===== src/rtl/quad_enc_pkg.sv =====
// Shared types and constants for the quadrature encoder generator.
// Holds the FSM state type, the phase-to-(A,B) Gray table and the direction codes.
package quad_enc_pkg;

    typedef enum logic [1:0] {
        IDLE,
        RUN,
        FIN
    } state_t;

    // Indexed by phase: 0=00, 1=10, 2=11, 3=01 as {A,B}
    localparam logic [3:0][1:0] PHASE_AB = {2'b01, 2'b11, 2'b10, 2'b00};

    localparam logic DIR_FWD = 1'b0;
    localparam logic DIR_REV = 1'b1;

    function automatic logic [1:0] phase_step(input logic [1:0] ph, input logic dir);
        return (dir == DIR_REV) ? ph - 2'd1 : ph + 2'd1;
    endfunction

endpackage


===== src/rtl/quad_tick_div.sv =====
// Loadable down-counter that emits a one-cycle tick every load_val enabled cycles.
// Reloads itself from the last loaded value on each tick.
module quad_tick_div #(
    parameter int DIV_W = 16
) (
    input  logic             clk,
    input  logic             reset,
    input  logic             load,
    input  logic [DIV_W-1:0] load_val,
    input  logic             en,
    output logic             tick
);

    logic [DIV_W-1:0] reload;
    logic [DIV_W-1:0] cnt;

    assign tick = en && (cnt == DIV_W'(1));

    always_ff @(posedge clk or posedge reset) begin
        if (reset) begin
            reload <= '0;
            cnt    <= '0;
        end else if (load) begin
            reload <= load_val;
            cnt    <= load_val;
        end else if (en) begin
            if (cnt == DIV_W'(1))
                cnt <= reload;
            else
                cnt <= cnt - DIV_W'(1);
        end
    end

endmodule


===== src/rtl/quad_enc_gen.sv =====
// Quadrature encoder signal generator: emits a signed number of A/B quarter-steps
// at a programmable period, tracking a running signed position.
module quad_enc_gen
    import quad_enc_pkg::*;
#(
    parameter int CNT_W = 16,
    parameter int DIV_W = 16
) (
    input  logic             clk,
    input  logic             reset,
    input  logic             cmd_valid,
    output logic             cmd_ready,
    input  logic [CNT_W-1:0] cmd_steps,
    input  logic [DIV_W-1:0] cmd_period,
    input  logic             abort,
    output logic             enc_a,
    output logic             enc_b,
    output logic             busy,
    output logic             done,
    output logic [CNT_W-1:0] position
);

    state_t           state;
    state_t           state_nxt;
    logic             dir;
    logic [CNT_W-1:0] remaining;
    logic [1:0]       phase;
    logic [1:0]       phase_nxt;
    logic [CNT_W-1:0] magnitude;
    logic [DIV_W-1:0] period_eff;
    logic             accept;
    logic             tick;
    logic             step;

    assign cmd_ready  = (state == IDLE);
    assign accept     = cmd_valid && cmd_ready;
    // Unsigned negation maps the most negative value onto 2^(CNT_W-1)
    assign magnitude  = cmd_steps[CNT_W-1] ? (~cmd_steps + CNT_W'(1)) : cmd_steps;
    assign period_eff = (cmd_period == '0) ? DIV_W'(1) : cmd_period;
    // Abort wins over a tick landing in the same cycle
    assign step       = tick && !abort;
    assign phase_nxt  = phase_step(phase, dir);

    quad_tick_div #(
        .DIV_W(DIV_W)
    ) u_div (
        .clk      (clk),
        .reset    (reset),
        .load     (accept),
        .load_val (period_eff),
        .en       (state == RUN),
        .tick     (tick)
    );

    always_comb begin
        state_nxt = state;
        case (state)
            IDLE: if (accept) state_nxt = (magnitude == '0) ? FIN : RUN;
            RUN: begin
                if (abort)
                    state_nxt = FIN;
                else if (tick && (remaining == CNT_W'(1)))
                    state_nxt = FIN;
            end
            FIN:     state_nxt = IDLE;
            default: state_nxt = IDLE;
        endcase
    end

    always_ff @(posedge clk or posedge reset) begin
        if (reset) begin
            state     <= IDLE;
            dir       <= DIR_FWD;
            remaining <= '0;
            phase     <= '0;
            enc_a     <= 1'b0;
            enc_b     <= 1'b0;
            busy      <= 1'b0;
            done      <= 1'b0;
            position  <= '0;
        end else begin
            state <= state_nxt;
            busy  <= (state_nxt == RUN);
            done  <= (state == FIN);
            if (accept) begin
                dir       <= cmd_steps[CNT_W-1];
                remaining <= magnitude;
            end
            if (step) begin
                phase          <= phase_nxt;
                {enc_a, enc_b} <= PHASE_AB[phase_nxt];
                position       <= (dir == DIR_REV) ? position - CNT_W'(1) : position + CNT_W'(1);
                remaining      <= remaining - CNT_W'(1);
            end
        end
    end

endmodule


===== config.mk =====
export PLATFORM = sky130hd
export DESIGN_NAME = quad_enc_gen
export DESIGN_NICKNAME = d
export VERILOG_FILES = /design/src/rtl/quad_enc_pkg.sv /design/src/rtl/quad_tick_div.sv /design/src/rtl/quad_enc_gen.sv
export SDC_FILE = /design/constraint.sdc
export NUM_CORES = 1
export LEC_CHECK = 0
export CELL_PAD_IN_SITES_DETAIL_PLACEMENT = 0
export CELL_PAD_IN_SITES_GLOBAL_PLACEMENT = 1
export CORE_ASPECT_RATIO = 0.6
export CORE_MARGIN = 2
export CORE_UTILIZATION = 46
export DETAILED_ROUTE_END_ITERATION = 7
export GPL_ROUTABILITY_DRIVEN = 0
export PLACE_DENSITY_LB_ADDON = 0.1
export SETUP_SLACK_MARGIN = 0.15
export SLEW_MARGIN = 10
export SYNTH_ARGS = -nofsm -noshare
export SYNTH_HDL_FRONTEND = slang
export SYNTH_SLANG_ARGS = --single-unit

===== constraint.sdc =====
create_clock -name clk -period 7.28 [get_ports clk]
set_input_delay 1.456 -clock clk [delete_from_list [all_inputs] [get_ports clk]]
set_output_delay 1.456 -clock clk [all_outputs]
set_load 0.05 [all_outputs]

# After elaboration in Yosys (flattened, before gate mapping)
# Index checks and enable logic that the tools add are counted.
# word_totals
out_inout_bits	21
latchBits	0
reg_bits	73
mem_count	0
mem_bits_rw	0
elab_cells	51
in_bits	36
romBits	0
# op_classes
n_bitwise	1
multipliers	0
n_eq_ne	5
shifts	0
addsub	7
muxes	16
div_mod_pow	0
n_reduce_logical	10
order_cmp	1
# op_table
op	n
$mux 16	8
$sub 16x1->16 const B	3
$add 16x1->16 const B	2
$eq 16x1->1 const B	2
$logic_not 16->1	2
$not 16->16	1
$mux 2	6
$bmux 2 s2	1
$eq 2x1->1 const B	2
$logic_and 1x1->1	4
$pmux 2 s2	1
$reduce_bool 2->1	2
$lt 2x3->1 const B	1
$add 2x1->2 const B	1
$eq 2x2->1 const B	1
$logic_not 2->1	1
$sub 2x1->2 const B	1
$logic_not 1->1	1

# Logic depth before layout (Yosys ltp)
# Gate-level depths: netlist of run 1.
# logic_depth
depth_word	8
mapped_depth	10
ltp_nobuf	9

# Hierarchy
# A second synthesis of run 1 with hierarchy kept.
# unflattened
cells_unflattened	585
hier_area_um2	4986.0
# modules_own_cells
module	n_inst	seq_area_each_um2	cells_each	area_each_um2
quad_enc_gen	1	1001.0	401	3210.6
quad_tick_div	1	800.8	184	1775.5

# Worst setup path before layout of run 1
# Ideal clock, no wire load.
# synth_path
path_kind	input to register
start	input cmd_steps[0]
end	register busy
setup_slack_ps	3706
cell_stages	9
setup_ps	141
arrival_ps	3432
path_buffers	1
required_ps	7139
cell_sequence	inv_1 > ha_1 > or3b_2 > clkbuf_1 > or4_1 > a211oi_1 > a31oi_1 > nor4_2 > o32ai_1
# synth_between
elab_chain_len	8
# synth_rtl
element	line	text
start: declaration	quad_enc_gen.sv:13	input logic [CNT_W-1:0] cmd_steps,
$not 16->16	quad_enc_gen.sv:38	assign magnitude = cmd_steps[CNT_W-1] ? (~cmd_steps + CNT_W'(1)) : cmd_steps;
$add 16x1->16	quad_enc_gen.sv:38	
$mux 16 *	quad_enc_gen.sv:38	
$logic_not 16->1 *	quad_enc_gen.sv:58	IDLE: if (accept) state_nxt = (magnitude == '0) ? FIN : RUN;
$mux 2 * (2 in series)	quad_enc_gen.sv:58	
$pmux 2 s2 *	quad_enc_gen.sv:57	case (state)
$eq 2x1->1 *	quad_enc_gen.sv:83	busy <= (state_nxt == RUN);
end signal: assignment	quad_enc_gen.sv:83	
end: declaration	quad_enc_gen.sv:18	output logic busy,
# Every way passes the cells marked *; elsewhere a longest branch is shown, timed or not.
# A chain may end at the register's enable or synchronous reset.

# Final worst setup path of run 1
# layout_path
start	input cmd_steps[0]
end	register state[0]
# layout_between
elab_chain_len	7
# layout_rtl
element	line	text
$not 16->16	quad_enc_gen.sv:38	
$add 16x1->16	quad_enc_gen.sv:38	
$mux 16 *	quad_enc_gen.sv:38	
$logic_not 16->1 *	quad_enc_gen.sv:58	
$mux 2 * (2 in series)	quad_enc_gen.sv:58	
$pmux 2 s2 *	quad_enc_gen.sv:57	
named net state_nxt[0]	quad_enc_gen.sv:24	state_t state_nxt;
end signal: assignment	quad_enc_gen.sv:82	state <= state_nxt;
end: declaration	quad_enc_gen.sv:23	state_t state;
# The timed path passes the listed nets; every way through them passes the cells marked *.

==> results_dict.tcl, run 1 <==
set metrics [dict create \
    outcome "finished, final reports clean" \
    powerDensity_nw_per_um2 307 \
    dr.pass1.iters 5 \
    ys_types 60 \
    synth-edff-count 0 \
    fmax_ghz 0.251 \
    cts_tree "done" \
    start_util_pct 47.6 \
    setup_viol 0 \
    postCtsHoldBufs 0 \
    report.final.slew_viol_count 0 \
    swShare_pct 35.8 \
    required_ns 7.45 \
    postPlaceCellArea_sq_um 5350 \
    multiInputGateArea_sq_um 2720 \
    design_area_sq_um 5720 \
    synth_area_leaders "dfrtp_1 (38%), nand2_1 (7.9%), o21ai_0 (5.8%)" \
    critPathArrivalTime_ns 4.16 \
    clockBufferDepth 2 \
    final_common_cell "nand2_1" \
    final_nets 667 \
    cts_setup_buffers 0 \
    syn_area_sq_um 4720 \
    path_max_fanout 8 \
    path_class "primary input to flop" \
    path_buf_inv 2 \
    hold_class "flop to flop" \
    routed_wl_microns 12000 \
    antenna_found_initial 0 \
    power.switching_uw 630 \
    slew_headroom_pct 38.2 \
    synthAdderAreaFrac_pct 5.46 \
    yosysSeqAreaShare_pct 38.2 \
    power_leakage_uw 0.00244 \
    antenna_cells 0 \
    final.setup_skew_ns 0.00394 \
    cap_violations 0 \
    rsz0062_at_grt "false" \
    cts_sinks 72 \
    clkLatencyLatePin_ns 0.33 \
    drive_gt1_share_pct 5.03 \
    dr_total_vias 4333 \
    vias_per_cell 5.77 \
    cts-resized-gates 0 \
    cp_slowest_cell "or3b_2" \
    finalSetupTns_ns 0 \
    period_minus_slack_ns 3.99 \
    synth-simple-area-share_pct 23.7 \
    area_growth_pct 21.2 \
    async_reset_ff_share_pct 100 \
    synthXorXnorAreaFrac_pct 5.56 \
    slowest_delay_ns 0.55 \
    grt_max_degree 73 \
    final_hold_viol_count 0 \
    mostFrequentLayoutCells "nand2_1 (99), dfrtp_1 (72), clkdlybuf4s50_1 (56)" \
    syn_area_per_cell_sq_um 8.26 \
    drc_errors 0 \
    io_pins 57 \
    synthCells 572 \
    grt_first_pass_wirelength_microns 20300 \
    path_clk_slew_ns 0.06 \
    register_area_sq_um 1800 \
    p_seq_share_pct 37.5 \
    muxShareOfSynthArea_pct 0.689 \
    clockRootBuffer "clkbuf_16" \
    dp_slack_ns 2.97 \
    numCtsBuffers 9 \
    die-height_microns 82.5 \
    grt_pass1_vias 3985 \
    synth_top_area_share_pct 38.2 \
    end_kind "flop" \
    antenna_left 0 \
    pwr-share-clk_pct 31.0 \
    portBuffers 56 \
    synth_compound_area_share_pct 22.2 \
    synth_top_area_cell "dfrtp_1" \
    core.rowCount 28 \
    crit_family "simple AND/OR/NAND/NOR gates" \
    nFillCells 891 \
    syn_nets 628 \
    ys_ff_latch 72 \
    first_iter_violations 365 \
    dp_hpwl_microns 8580 \
    finalCoreUtilization_pct 57.7 \
    htree_levels 3 \
    grt.overflow.total 0 \
    yosys_most_used_dff "dfrtp_1" \
    internal_power_uw 1130 \
    ys_warn_count 0 \
    worst_pin_slew_ns 0.927 \
    worst_slack_ns 3.29 \
    finalCritPeriodShare_pct 54.7 \
    synth_top_family_by_area "simple AND/OR/NAND/NOR gates" \
    worstPathCellList "clkdlybuf4s50_1 -> inv_1 -> ha_1 -> or3b_2 -> a211oi_1 -> o2111a_1 -> o2111ai_1 -> nor4_2 -> o32ai_1" \
    avgRoutedWirePerCell_microns 16.0 \
    fp.dieArea_sq_um 11100 \
    die_w_microns 135 \
    comb_power_share_pct 31.4 \
    cp-start-kind "primary input" \
    ir_worst_vdd_v 0.000236 \
    core_area_sq_um 9910 \
    gr-usage-all-layers_pct 23.3 \
]
per-layer routing:
layer  global-route usage (%)  wire [microns]  up-vias
met3                     5.19             746       12
met2                     33.6            4840      142
met5                        0               0        -
met4                     4.74              97        0
li1                         -               -     2155
met1                     35.6            6360     2024
registers in the layout (all words and copies together) (netlist names):
signal	count
position	16
remaining	16
u_div.cnt	16
u_div.reload	16
state	2
busy	1
dir	1
done	1
enc_a	1
enc_b	1
phase	1
final cells by class:
type	count	share of cell area [%]
inverter	17	1.11
multi-input combinational	450	47.6
clock buffer	10	4.18
sequential	72	31.5
clock inverter	6	2.27
timing repair buffer	61	10.5
tap	135	2.95
worst paths after layout:
path / start / to / slack [ns] / depth (start not counted)
worst min-delay path: u_div.reload[10]$_DFFE_PP0P_ / u_div.reload[10]$_DFFE_PP0P_ / 0.48 / 2
max in group asynchronous: reset / remaining[2]$_DFFE_PP0P_ / 4.95 / 3
worst max register to register: u_div.cnt[2]$_DFFE_PP0P_ / remaining[7]$_DFFE_PP0P_ / 3.73 / 8
worst max-delay path: cmd_steps[0] / state[0]$_DFF_PP0_ / 3.29 / 9
min in group asynchronous: reset / u_div.cnt[4]$_DFFE_PP0P_ / 1.72 / 3
worst min register to register: u_div.reload[10]$_DFFE_PP0P_ / u_div.reload[10]$_DFFE_PP0P_ / 0.48 / 2
per-stage QoR:
stage / hold slack [ns] / total power, uW / std cells
2_1_floorplan: 0.440 / 1040 / 572
3_3_place_gp: 0.456 / 1190 / 735
3_5_place_dp: 0.466 / 1200 / 735
4_1_cts: 0.480 / 1750 / 751
5_1_grt: 0.508 / 1880 / 751
6_report: 0.477 / 1760 / 751
synthesized netlist by cell type, types with 5 or more instances:
cell type,n
o31ai_1,7
or4_1,9
xnor2_1,12
nand2_1,99
a21o_1,5
a21oi_1,37
nor4_1,9
nand2b_1,9
nand3_1,12
nor2_1,36
a211oi_1,5
nor2b_1,8
dfrtp_1,72
xor2_1,18
nor3_1,16
o21ai_0,55
clkbuf_1,28
o211ai_1,10
inv_1,17
ha_1,19
a31oi_1,6
or3_1,10
and3_1,5
worst register-to-register path, stage by stage (launching register included):
cell	delay, ns
dfrtp_1	0.42
nor4_1	0.75
and3b_1	0.37
nand3_1	0.55
buf_4	0.45
nor4_1	0.31
nand2b_1	0.18
o41ai_1	0.27
o211ai_1	0.11
power by group through the flow:
stage / Clock [uW] / Sequential [uW] / Combinational (uW)
floorplan: 0 / 638 / 400
global placement: 0 / 656 / 530
detailed placement: 0 / 659 / 545
CTS: 552 / 654 / 549
global route: 573 / 679 / 629
finish: 545 / 660 / 553
logic make-up after synthesis:
logic type	Yosys count
xor gates and xnor gates	30
adders and majority gates	20
buffers and inverters	50
AOI/OAI and AO/OA	166
DFF	72
and+or+nand+nor	231
muxes	3
Power figures use the tool's default switching activity.
==> inputs of run 2 (changes only) <==
--- a/config.mk
+++ b/config.mk
@@ -9,7 +9,7 @@
 export CELL_PAD_IN_SITES_GLOBAL_PLACEMENT = 1
 export CORE_ASPECT_RATIO = 0.6
 export CORE_MARGIN = 2
-export CORE_UTILIZATION = 46
+export CORE_UTILIZATION = 38
 export DETAILED_ROUTE_END_ITERATION = 7
 export GPL_ROUTABILITY_DRIVEN = 0
 export PLACE_DENSITY_LB_ADDON = 0.1
==> constraint.sdc (replaced) <==
create_clock -name clk -period 3.3 [get_ports clk]
set_input_delay 0.66 -clock clk [delete_from_list [all_inputs] [get_ports clk]]
set_output_delay 0.66 -clock clk [all_outputs]
set_load 0.05 [all_outputs]
==> run 2 against run 1 <==
Total power is 120% higher. Flip-flop and latch count unchanged. Core utilization shrank 8.8 points. Die area rose by 20%. Critical endpoint unchanged. Critical path depth decreased by 1. Global-route usage decreased by 3.7 points. Clock power grew 100%. Sequential share of layout area shrank 1.1 points. Routed wire length up 5.0%.
==> results_dict.tcl, run 2 (same netlist as run 1, synthesis figures left out) <==
set metrics [dict create \
    cap_violations 0 \
    postCtsHoldBufs 0 \
    ir_worst_vdd_v 0.000313 \
    path_class "primary input to flop" \
    io_pins 57 \
    drc_errors 0 \
    grt.overflow.total 0 \
    required_ns 3.48 \
    hold_class "flop to flop" \
    dp_hpwl_microns 9230 \
    grt_pass1_vias 4142 \
    area_growth_pct 25.5 \
    routed_wl_microns 12600 \
    rsz0062_at_grt "false" \
    swShare_pct 36.4 \
    fp.dieArea_sq_um 13400 \
    cp_slowest_cell "or4_4" \
    grt_max_degree 73 \
    core.rowCount 31 \
    final_hold_viol_count 0 \
    numCtsBuffers 9 \
    finalCoreUtilization_pct 49.0 \
    p_seq_share_pct 37.7 \
    vias_per_cell 5.55 \
    pwr-share-clk_pct 28.9 \
    antenna_left 0 \
    antenna_found_initial 0 \
    nFillCells 1165 \
    internal_power_uw 2430 \
    clkLatencyLatePin_ns 0.33 \
    holdPathStages 2 \
    slowest_delay_ns 0.55 \
    worstSetupStartpoint "cmd_steps[1]" \
    portBuffers 56 \
    antenna_cells 0 \
    start_util_pct 39.0 \
    die_w_microns 148 \
    setup_viol 0 \
    outcome "finished, final reports clean" \
    r2r_start "dir$_DFFE_PP0P_" \
    period_minus_slack_ns 2.98 \
    avgRoutedWirePerCell_microns 15.7 \
    cts_sinks 72 \
    reg2reg_slack_ns 0.50 \
    mostFrequentLayoutCells "nand2_1 (99), dfrtp_1 (72), clkdlybuf4s50_1 (56)" \
    power.switching_uw 1390 \
    die-height_microns 90.3 \
    dp_slack_ns -0.115 \
    cp-start-kind "primary input" \
    power_leakage_uw 0.00254 \
    end_kind "flop" \
    core_area_sq_um 12100 \
    grt_first_pass_wirelength_microns 21100 \
    htree_levels 3 \
    clockRootBuffer "clkbuf_16" \
    final_nets 689 \
    comb_power_share_pct 33.4 \
    drive_gt1_share_pct 8.15 \
    r2r_end "position[14]$_DFFE_PP0P_" \
    first_iter_violations 336 \
    cts_tree "done" \
    slew_headroom_pct 56.0 \
    dr.pass1.iters 5 \
    worstPathCellList "clkdlybuf4s50_1 -> buf_4 -> or4_4 -> o41ai_1 -> xor2_1 -> nand3_1 -> nor4_4 -> o32ai_1" \
    final_common_cell "nand2_1" \
    cts_setup_buffers 0 \
    gr-usage-all-layers_pct 19.6 \
    clockBufferDepth 2 \
    critPathArrivalTime_ns 3.16 \
    r2r_cells 9 \
    fmax_ghz 0.336 \
    finalCritPeriodShare_pct 90.3 \
    powerDensity_nw_per_um2 646 \
    path_max_fanout 11 \
    dr_total_vias 4458 \
    path_clk_slew_ns 0.05 \
    endpoint "state[0]$_DFF_PP0_" \
    report.final.slew_viol_count 0 \
    worst_slack_ns 0.321 \
    worst_pin_slew_ns 0.659 \
    final.setup_skew_ns 0.00651 \
]
run 2: worst min-delay path by stage:
stage | end | start | slack (ns)
after floorplan | done$_DFF_PP0_ | state[0]$_DFF_PP0_ | 0.44
after detailed placement | u_div.reload[12]$_DFFE_PP0P_ | u_div.reload[12]$_DFFE_PP0P_ | 0.46
final | u_div.reload[12]$_DFFE_PP0P_ | u_div.reload[12]$_DFFE_PP0P_ | 0.47
after global routing | u_div.reload[11]$_DFFE_PP0P_ | u_div.reload[11]$_DFFE_PP0P_ | 0.50
after CTS | u_div.reload[12]$_DFFE_PP0P_ | u_div.reload[12]$_DFFE_PP0P_ | 0.47
after global placement | u_div.reload[2]$_DFFE_PP0P_ | u_div.reload[2]$_DFFE_PP0P_ | 0.46
run 2: per-stage QoR:
stage                     power, uW  setup TNS (ns)  cell area (sq um)  std cells  hold slack [ns]
after floorplan                2290               0               4720        572            0.440
after global placement         2670         -0.0577               5570        787            0.456
after detailed placement       2710          -0.242               5570        787            0.460
after global routing           4110               0               5920        803            0.500
after CTS                      3830               0               5910        803            0.474
final                          3830               0               5920        803            0.475
run 2: critical path: cells and delay by family:
family	cells	cell delay, ns
AOI/OAI and AO/OA	2	0.61
xor gates and xnor gates	1	0.23
buffers and inverters	2	0.57
and+or+nand+nor	3	1.09
run 2: power groups by stage:
stage / Combinational, uW / Sequential (uW) / Clock, uW
2_1_floorplan: 883 / 1410 / 0
3_3_place_gp: 1230 / 1440 / 0
3_5_place_dp: 1260 / 1450 / 0
4_1_cts: 1270 / 1430 / 1130
5_1_grt: 1440 / 1490 / 1180
6_report: 1280 / 1440 / 1110
run 2: layout make-up:
class | count | area (sq um) | area share [%]
Clock buffer | 11 | 233 | 3.93
Clock inverter | 5 | 104 | 1.75
Inverter | 17 | 63.8 | 1.08
Sequential cell | 72 | 1800 | 30.4
Multi-Input combinational cell | 450 | 2740 | 46.3
Tap cell | 165 | 206 | 3.48
Timing Repair Buffer | 83 | 776 | 13.1
run 2: timing repair:
action,in CTS,in global routing
endpoints found under the setup margin,0,3
resized for setup,0,3
endpoints found under the hold margin,0,0
run 2: per-layer routing:
| metal | routed length (microns) | global-route usage [%] | share of wire [%] | vias up |
|---|---|---|---|---|
| li1 | - | - | - | 2205 |
| met1 | 6710 | 30.0 | 53 | 2131 |
| met2 | 5250 | 28.6 | 41 | 118 |
| met3 | 638 | 3.64 | 5.0 | 4 |
| met4 | 51 | 4.05 | 0.40 | 0 |
| met5 | 0 | 0 | 0 | - |
